[config.mk]
export PLATFORM = sky130hd
export DESIGN_NAME = guess_input_cond
export DESIGN_NICKNAME = d
export VERILOG_FILES = /design/src/rtl/guess_pkg.sv /design/src/rtl/guess_input_cond_if.sv /design/src/rtl/btn_debounce.sv /design/src/rtl/guess_input_cond.sv
export SDC_FILE = /design/constraint.sdc
export NUM_CORES = 1
export LEC_CHECK = 0
export CAP_MARGIN = 20
export CORE_ASPECT_RATIO = 1.4
export CORE_MARGIN = 5
export CORE_UTILIZATION = 55
export DETAILED_ROUTE_END_ITERATION = 8
export PLACE_DENSITY = 0.73
export SYNTH_ARGS = -nofsm -noshare
export SYNTH_HDL_FRONTEND = slang
export SYNTH_HIERARCHICAL = 1
export SYNTH_SLANG_ARGS = --single-unit
export TNS_END_PERCENT = 50
[constraint.sdc]
create_clock -name CLK -period 9.2 [get_ports CLK]
set_input_delay 1.84 -clock CLK [delete_from_list [all_inputs] [get_ports CLK]]
set_output_delay 1.84 -clock CLK [all_outputs]
set_load 0.1 [all_outputs]
[src/rtl/guess_pkg.sv]
// Shared types and helpers for the guess input conditioner: debounce state
// encoding, default debounce length and switch-word population helpers.
package guess_pkg;

    localparam int unsigned DB_CYCLES_DEFAULT = 32'd1000000;

    typedef enum logic [1:0] {
        IDLE         = 2'd0,
        PRESS_WAIT   = 2'd1,
        HELD         = 2'd2,
        RELEASE_WAIT = 2'd3
    } db_state_t;

    function automatic logic [4:0] count_ones16(input logic [15:0] v);
        logic [4:0] n;
        n = 5'd0;
        for (int i = 0; i < 16; i++) begin
            n = n + {4'd0, v[i]};
        end
        return n;
    endfunction

    // Only meaningful when exactly one bit is set; returns the highest set index otherwise.
    function automatic logic [3:0] onehot_index16(input logic [15:0] v);
        logic [3:0] idx;
        idx = 4'd0;
        for (int i = 0; i < 16; i++) begin
            if (v[i]) begin
                idx = 4'(i);
            end
        end
        return idx;
    endfunction

endpackage

[src/rtl/guess_input_cond_if.sv]
// Interfaces for the guess input conditioner: a raw-button/press-strobe link
// to each debouncer, and the conditioned guess result bus.
interface btn_if;
    logic btn_raw;
    logic press_stb;

    modport master (input btn_raw, output press_stb);
    modport slave  (output btn_raw, input press_stb);
endinterface


[src/rtl/btn_debounce.sv]
// Pushbutton conditioner: 2-flop synchronizer followed by a press/release
// debounce FSM that emits a single registered strobe per accepted press.
module btn_debounce
    import guess_pkg::*;
#(
    parameter int unsigned DB_CYCLES = DB_CYCLES_DEFAULT
) (
    input  logic CLK,
    input  logic RST_N,
    btn_if.master btn
);

    localparam int unsigned CNT_W = (DB_CYCLES > 32'd1) ? $clog2(DB_CYCLES) : 32'd1;
    localparam logic [CNT_W-1:0] CNT_LAST = CNT_W'(DB_CYCLES - 32'd1);

    logic            sync1_r;
    logic            sync2_r;
    db_state_t       state_r;
    db_state_t       state_s;
    logic [CNT_W-1:0] cnt_r;
    logic [CNT_W-1:0] cnt_s;
    logic            stb_r;
    logic            stb_s;

    // Two-stage synchronizer for the raw button
    always_ff @(posedge CLK or negedge RST_N) begin
        if (!RST_N) begin
            sync1_r <= 1'b0;
            sync2_r <= 1'b0;
        end else begin
            sync1_r <= btn.btn_raw;
            sync2_r <= sync1_r;
        end
    end

    // FSM state, debounce counter and strobe registers
    always_ff @(posedge CLK or negedge RST_N) begin
        if (!RST_N) begin
            state_r <= IDLE;
            cnt_r   <= {CNT_W{1'b0}};
            stb_r   <= 1'b0;
        end else begin
            state_r <= state_s;
            cnt_r   <= cnt_s;
            stb_r   <= stb_s;
        end
    end

    // Next-state logic; the counter only advances below its last value, so it saturates
    always_comb begin
        state_s = state_r;
        cnt_s   = cnt_r;
        stb_s   = 1'b0;
        case (state_r)
            IDLE: begin
                if (sync2_r) begin
                    state_s = PRESS_WAIT;
                    cnt_s   = {CNT_W{1'b0}};
                end else begin
                    state_s = IDLE;
                end
            end
            PRESS_WAIT: begin
                if (!sync2_r) begin
                    state_s = IDLE;
                end else if (cnt_r == CNT_LAST) begin
                    state_s = HELD;
                    stb_s   = 1'b1;
                end else begin
                    cnt_s = cnt_r + CNT_W'(1'b1);
                end
            end
            HELD: begin
                if (!sync2_r) begin
                    state_s = RELEASE_WAIT;
                    cnt_s   = {CNT_W{1'b0}};
                end else begin
                    state_s = HELD;
                end
            end
            RELEASE_WAIT: begin
                if (sync2_r) begin
                    state_s = HELD;
                end else if (cnt_r == CNT_LAST) begin
                    state_s = IDLE;
                end else begin
                    cnt_s = cnt_r + CNT_W'(1'b1);
                end
            end
            default: begin
                state_s = IDLE;
                cnt_s   = {CNT_W{1'b0}};
            end
        endcase
    end

    assign btn.press_stb = stb_r;

endmodule

[src/rtl/guess_input_cond.sv]
// Guess input conditioner: debounces Center/Down, stabilizes the slide switches
// and turns each Down press into a validated one-hot digit guess or an error strobe.
module guess_input_cond
    import guess_pkg::*;
#(
    parameter int unsigned DB_CYCLES = DB_CYCLES_DEFAULT
) (
    input  logic        CLK,
    input  logic        RST_N,
    input  logic        Center,
    input  logic        Down,
    input  logic [15:0] SW,
    output logic        center_pulse,
    output logic        guess_valid,
    output logic        guess_err,
    output logic [3:0]  guess_dig,
    output logic        guess_repeat
);

    localparam int unsigned CNT_W = (DB_CYCLES > 32'd1) ? $clog2(DB_CYCLES) : 32'd1;
    localparam logic [CNT_W-1:0] CNT_LAST = CNT_W'(DB_CYCLES - 32'd1);

    btn_if center_if ();
    btn_if down_if ();

    assign center_if.btn_raw = Center;
    assign down_if.btn_raw   = Down;

    btn_debounce #(.DB_CYCLES(DB_CYCLES)) u_center_db (
        .CLK   (CLK),
        .RST_N (RST_N),
        .btn   (center_if)
    );

    btn_debounce #(.DB_CYCLES(DB_CYCLES)) u_down_db (
        .CLK   (CLK),
        .RST_N (RST_N),
        .btn   (down_if)
    );

    logic [15:0]      sw_sync1_r;
    logic [15:0]      sw_sync2_r;
    logic [15:0]      sw_cand_r;
    logic [CNT_W-1:0] sw_cnt_r;
    logic [15:0]      sw_stable_r;

    logic [4:0]       ones_s;
    logic [3:0]       idx_s;
    logic             onehot_s;

    logic             center_pulse_r;
    logic             guess_valid_r;
    logic             guess_err_r;
    logic [3:0]       guess_dig_r;
    logic             guess_repeat_r;
    logic             no_prev_r;

    logic             guess_valid_s;
    logic             guess_err_s;
    logic [3:0]       guess_dig_s;
    logic             guess_repeat_s;
    logic             no_prev_s;

    // Two-stage synchronizer for the slide switches
    always_ff @(posedge CLK or negedge RST_N) begin
        if (!RST_N) begin
            sw_sync1_r <= 16'h0000;
            sw_sync2_r <= 16'h0000;
        end else begin
            sw_sync1_r <= SW;
            sw_sync2_r <= sw_sync1_r;
        end
    end

    // Switch stabilizer: any change restarts the hold count, the count saturates at its last value
    always_ff @(posedge CLK or negedge RST_N) begin
        if (!RST_N) begin
            sw_cand_r   <= 16'h0000;
            sw_cnt_r    <= {CNT_W{1'b0}};
            sw_stable_r <= 16'h0000;
        end else if (sw_sync2_r != sw_cand_r) begin
            sw_cand_r <= sw_sync2_r;
            sw_cnt_r  <= {CNT_W{1'b0}};
        end else if (sw_cnt_r == CNT_LAST) begin
            sw_stable_r <= sw_cand_r;
        end else begin
            sw_cnt_r <= sw_cnt_r + CNT_W'(1'b1);
        end
    end

    assign ones_s   = count_ones16(sw_stable_r);
    assign idx_s    = onehot_index16(sw_stable_r);
    assign onehot_s = (ones_s == 5'd1);

    // Guess evaluation on the Down strobe; an illegal switch pattern leaves digit and repeat untouched
    always_comb begin
        guess_valid_s  = 1'b0;
        guess_err_s    = 1'b0;
        guess_dig_s    = guess_dig_r;
        guess_repeat_s = guess_repeat_r;
        no_prev_s      = no_prev_r;
        if (down_if.press_stb) begin
            if (onehot_s) begin
                guess_valid_s  = 1'b1;
                guess_dig_s    = idx_s;
                guess_repeat_s = !no_prev_r && (idx_s == guess_dig_r);
                no_prev_s      = 1'b0;
            end else begin
                guess_err_s = 1'b1;
            end
        end else begin
            guess_valid_s = 1'b0;
        end
    end

    // Registered outputs
    always_ff @(posedge CLK or negedge RST_N) begin
        if (!RST_N) begin
            center_pulse_r <= 1'b0;
            guess_valid_r  <= 1'b0;
            guess_err_r    <= 1'b0;
            guess_dig_r    <= 4'd0;
            guess_repeat_r <= 1'b0;
            no_prev_r      <= 1'b1;
        end else begin
            center_pulse_r <= center_if.press_stb;
            guess_valid_r  <= guess_valid_s;
            guess_err_r    <= guess_err_s;
            guess_dig_r    <= guess_dig_s;
            guess_repeat_r <= guess_repeat_s;
            no_prev_r      <= no_prev_s;
        end
    end

    assign center_pulse = center_pulse_r;
    assign guess_valid  = guess_valid_r;
    assign guess_err    = guess_err_r;
    assign guess_dig    = guess_dig_r;
    assign guess_repeat = guess_repeat_r;

endmodule

==> metrics <==
number of rows in the core area 47; Post-CTS Hold Fix Bufs 0; Critical Path Max Stage Delay 0.56 ns; area added between synthesis and finish 13.2%; worst setup path start sw_stable_r[11]$_DFFE_PN0P_; fraction of final layout cells sized beyond drive strength 1 13.0%; sequence of cells on the critical path fa_1 -> inv_1 -> fa_1 -> inv_1 -> fa_1 -> inv_1 -> fa_1 -> inv_1 -> ha_1 -> fa_1 -> nor4b_1 -> nand2_1 -> nor2_2 -> mux2_2; clock-pin slew reported for the worst setup and hold paths after clock tree synthesis 0.06 ns; post-CTS sizing 0; Final Power 1.38 mW; final worst hold slack 0.347 ns; overall global routing resource usage 19.2%; Synth warnings 6; sequential cell area fraction in the yosys report 53.3%; fin crit period 4.67 ns; clock insertion delay at the later pin of the skew report 0.42 ns; largest clock skew in the final design 0.0102 ns; cell occurring most often along the worst timing path sky130_fd_sc_hd__fa_1; post-DP HPWL 8.67 mm; Min-Delay Startpoint sw_sync1_r[11]$_DFF_PN0_; vias in the first global route 4628; average footprint of a synthesized cell 10.9 µm²; commonest register cell after synthesis sky130_fd_sc_hd__dfrtp_1; clock root cell sky130_fd_sc_hd__clkbuf_16; initial antenna violation count 0; count of cell types in the netlist 76; number of register bits inferred by synthesis 143; number of instances in the synthesized netlist 614; final cycle utilization of the critical path 50.8%; number of I/O port buffers 27; endpoint type of the worst setup path flip-flop; VDD IR-drop max 0.000161 V; max-capacitance violation count 0; buffers and inverters on the worst path 4; worst setup path category flip-flop to flip-flop; largest net degree at the start of global routing 94; TritonCTS clock tree yes; antenna cell count 0; Max Root-Sink Buffers 2; area of the mapped netlist 6720 µm²; area of all sequential standard cells 3580 µm²; post-layout net count 669; Total Wirelength 12.9 mm; launching element type of the critical path flip-flop; power density relative to cell area 182 nW/µm²; TNS Setup 0 ns; leakage power total 3.29 nW; worst endpoint required time 9.50 ns; number of iterations in the first detailed-routing pass 4; final core utilization 64.1%; clk sinks 143; count of buffers added by post-CTS timing repair for setup 0; total count of hold-check failures in the final report 0; die width 103 µm; relative max-transition margin 34.7%; maximum fanout along the worst path 9; Die Span Y 141 µm; proportion of synthesized flip-flops having asynchronous set or reset 100%; GRT Residual Overflow 0; Final Wtd Congestion 0.904; I/O Pins 28; total nets after synthesis 652; setup repair after global routing missed its margin no; WL/cell 16.3 µm; total die area 14600 µm²; post-DR vias/cell 5.94; number of synthesized flops with an enable pin 0; cell with the largest stage delay on the worst path sky130_fd_sc_hd__fa_1; DRT antenna net count 0; WP data arrival 4.97 ns; Initial Util 56.6%; Slew Limit Fails 0; count of filler cells inserted in the layout 923; worst r2r src sw_stable_r[11]$_DFFE_PN0P_; number of buffers created by CTS 17; number of H-tree branching levels 4; area of the multi-input gates 2870 µm²; wire length of the first global-routing pass 22.1 mm; maximum clock frequency 214 MHz; final setup violation count 0; result of the run completed; Worst Hold Class flip-flop to flip-flop; kind of cell adding the most delay to the critical path adder cells; drt initial violations 231; DR vias 4698; number of remaining DRC errors 0; Core ar. 11900 µm²; Tightest Pin Transition 0.976 ns
## path summary, 6_finish.rpt
kind,endpoint,slack (ns),cells after the start
min reg2reg,sw_sync2_r[11]$_DFF_PN0_,0.35,0
max,guess_dig[1]$_DFFE_PN0P_,4.53,14
min in group asynchronous,sw_stable_r[12]$_DFFE_PN0P_,1.48,1
max in group asynchronous,u_center_db/cnt_r[11]$_DFFE_PN0P_,6.54,2
min,sw_sync2_r[11]$_DFF_PN0_,0.35,0
max reg2reg,guess_dig[1]$_DFFE_PN0P_,4.53,14
## state kept, by name, indices dropped and copies added (netlist names), 4 cells and up, named ones only
register / cells
guess_dig: 4
sw_cand_r: 16
sw_cnt_r: 20
sw_stable_r: 16
sw_sync1_r: 16
sw_sync2_r: 16
u_center_db/cnt_r: 20
u_down_db/cnt_r: 20
## layout make-up
type / instances / share of cell area (%)
tap: 147 / 2.42
sequential: 143 / 47.0
timing repair buffer: 28 / 3.67
clock buffer: 17 / 5.59
clock inverter: 15 / 2.12
inverter: 28 / 1.38
multi-input combinational: 413 / 37.8
## cell families (layout without fill, tap and decap cells)
group | count (synthesis) | in the layout | share of synthesized area [%]
and+or+nand+nor | 222 | 222 | 19.2
AOI/OAI and AO/OA | 118 | 118 | 11.2
xor gates and xnor gates | 34 | 34 | 4.43
muxes | 21 | 21 | 3.50
buffers and inverters | 58 | 88 | 3.98
DFF | 143 | 143 | 53.3
adders and majority gates | 18 | 18 | 4.47
## metal layers
layer	part of all wire, %	global-route usage, %	up-vias	wire length (µm)
li1	-	-	2225	-
met1	41	23.8	2320	5330
met2	52	31.6	117	6650
met3	3.9	4.30	36	504
met4	2.9	8.59	0	379
met5	0	0	-	0
## cells in the final DEF, fill, tap and decap left out, types with 3 or more instances in the layout
cell / synthesis / final
sky130_fd_sc_hd__and3_1: 10 / 10
sky130_fd_sc_hd__a21o_1: 3 / 3
sky130_fd_sc_hd__inv_8: 0 / 5
sky130_fd_sc_hd__xnor2_1: 11 / 11
sky130_fd_sc_hd__nor3_1: 9 / 9
sky130_fd_sc_hd__nand2_1: 39 / 39
sky130_fd_sc_hd__a21oi_1: 40 / 40
sky130_fd_sc_hd__o21ai_0: 24 / 24
sky130_fd_sc_hd__nor2_1: 44 / 44
sky130_fd_sc_hd__nand2b_1: 10 / 10
sky130_fd_sc_hd__fa_1: 10 / 10
sky130_fd_sc_hd__a31oi_1: 15 / 15
sky130_fd_sc_hd__inv_1: 27 / 27
sky130_fd_sc_hd__xor2_1: 23 / 23
sky130_fd_sc_hd__nor4_4: 4 / 4
sky130_fd_sc_hd__clkdlybuf4s50_1: 0 / 26
sky130_fd_sc_hd__or3_1: 15 / 15
sky130_fd_sc_hd__or3_2: 3 / 3
sky130_fd_sc_hd__a41oi_1: 3 / 3
sky130_fd_sc_hd__or4_4: 4 / 4
sky130_fd_sc_hd__a211oi_1: 3 / 3
sky130_fd_sc_hd__mux2_2: 18 / 18
sky130_fd_sc_hd__nor4_1: 8 / 8
sky130_fd_sc_hd__clkinvlp_4: 0 / 3
sky130_fd_sc_hd__nand3_1: 25 / 25
sky130_fd_sc_hd__clkbuf_16: 0 / 17
sky130_fd_sc_hd__ha_1: 8 / 8
sky130_fd_sc_hd__o31ai_1: 7 / 7
sky130_fd_sc_hd__nor3b_1: 4 / 4
sky130_fd_sc_hd__or4_1: 9 / 9
sky130_fd_sc_hd__dfrtp_1: 142 / 142
sky130_fd_sc_hd__nand4_1: 11 / 11
sky130_fd_sc_hd__and2_1: 4 / 4
sky130_fd_sc_hd__inv_6: 0 / 5
## metrics by stage
stage          cell area [µm²]  cells  setup slack (ns)
6_report                  7610    791              4.53
5_1_grt                   7610    791              4.23
4_1_cts                   7610    791              4.49
3_5_place_dp              7020    759              4.54
3_3_place_gp              7020    759              4.64
2_1_floorplan             6720    614              4.87
## worst register-to-register path, delay by kind of cell (launching register included)
kind,cells,cell delay (ns)
DFF,1,0.47
buffers and inverters,4,0.20
muxes,1,0.38
adders and majority gates,6,2.64
and+or+nand+nor,3,0.86
## synth_stat cells (11+ instances only)
cell	count	area (µm²)
sky130_fd_sc_hd__o21ai_0	24	120
sky130_fd_sc_hd__or3_1	15	93.8
sky130_fd_sc_hd__xnor2_1	11	96.3
sky130_fd_sc_hd__xor2_1	23	201
sky130_fd_sc_hd__inv_1	27	101
sky130_fd_sc_hd__mux2_2	18	203
sky130_fd_sc_hd__nand4_1	11	68.8
sky130_fd_sc_hd__nor2_1	44	165
sky130_fd_sc_hd__nand3_1	25	125
sky130_fd_sc_hd__nand2_1	39	146
sky130_fd_sc_hd__dfrtp_1	142	3550
sky130_fd_sc_hd__clkbuf_1	19	71.3
sky130_fd_sc_hd__a21oi_1	40	200
sky130_fd_sc_hd__a31oi_1	15	93.8
## power by group
part | internal (mW) | switching, mW | total (mW)
Sequential | 0.647 | 0.0157 | 0.663
Combinational | 0.0193 | 0.0294 | 0.0486
Clock | 0.385 | 0.287 | 0.672
Total | 1.05 | 0.332 | 1.38
Power figures use the tool's default switching activity.
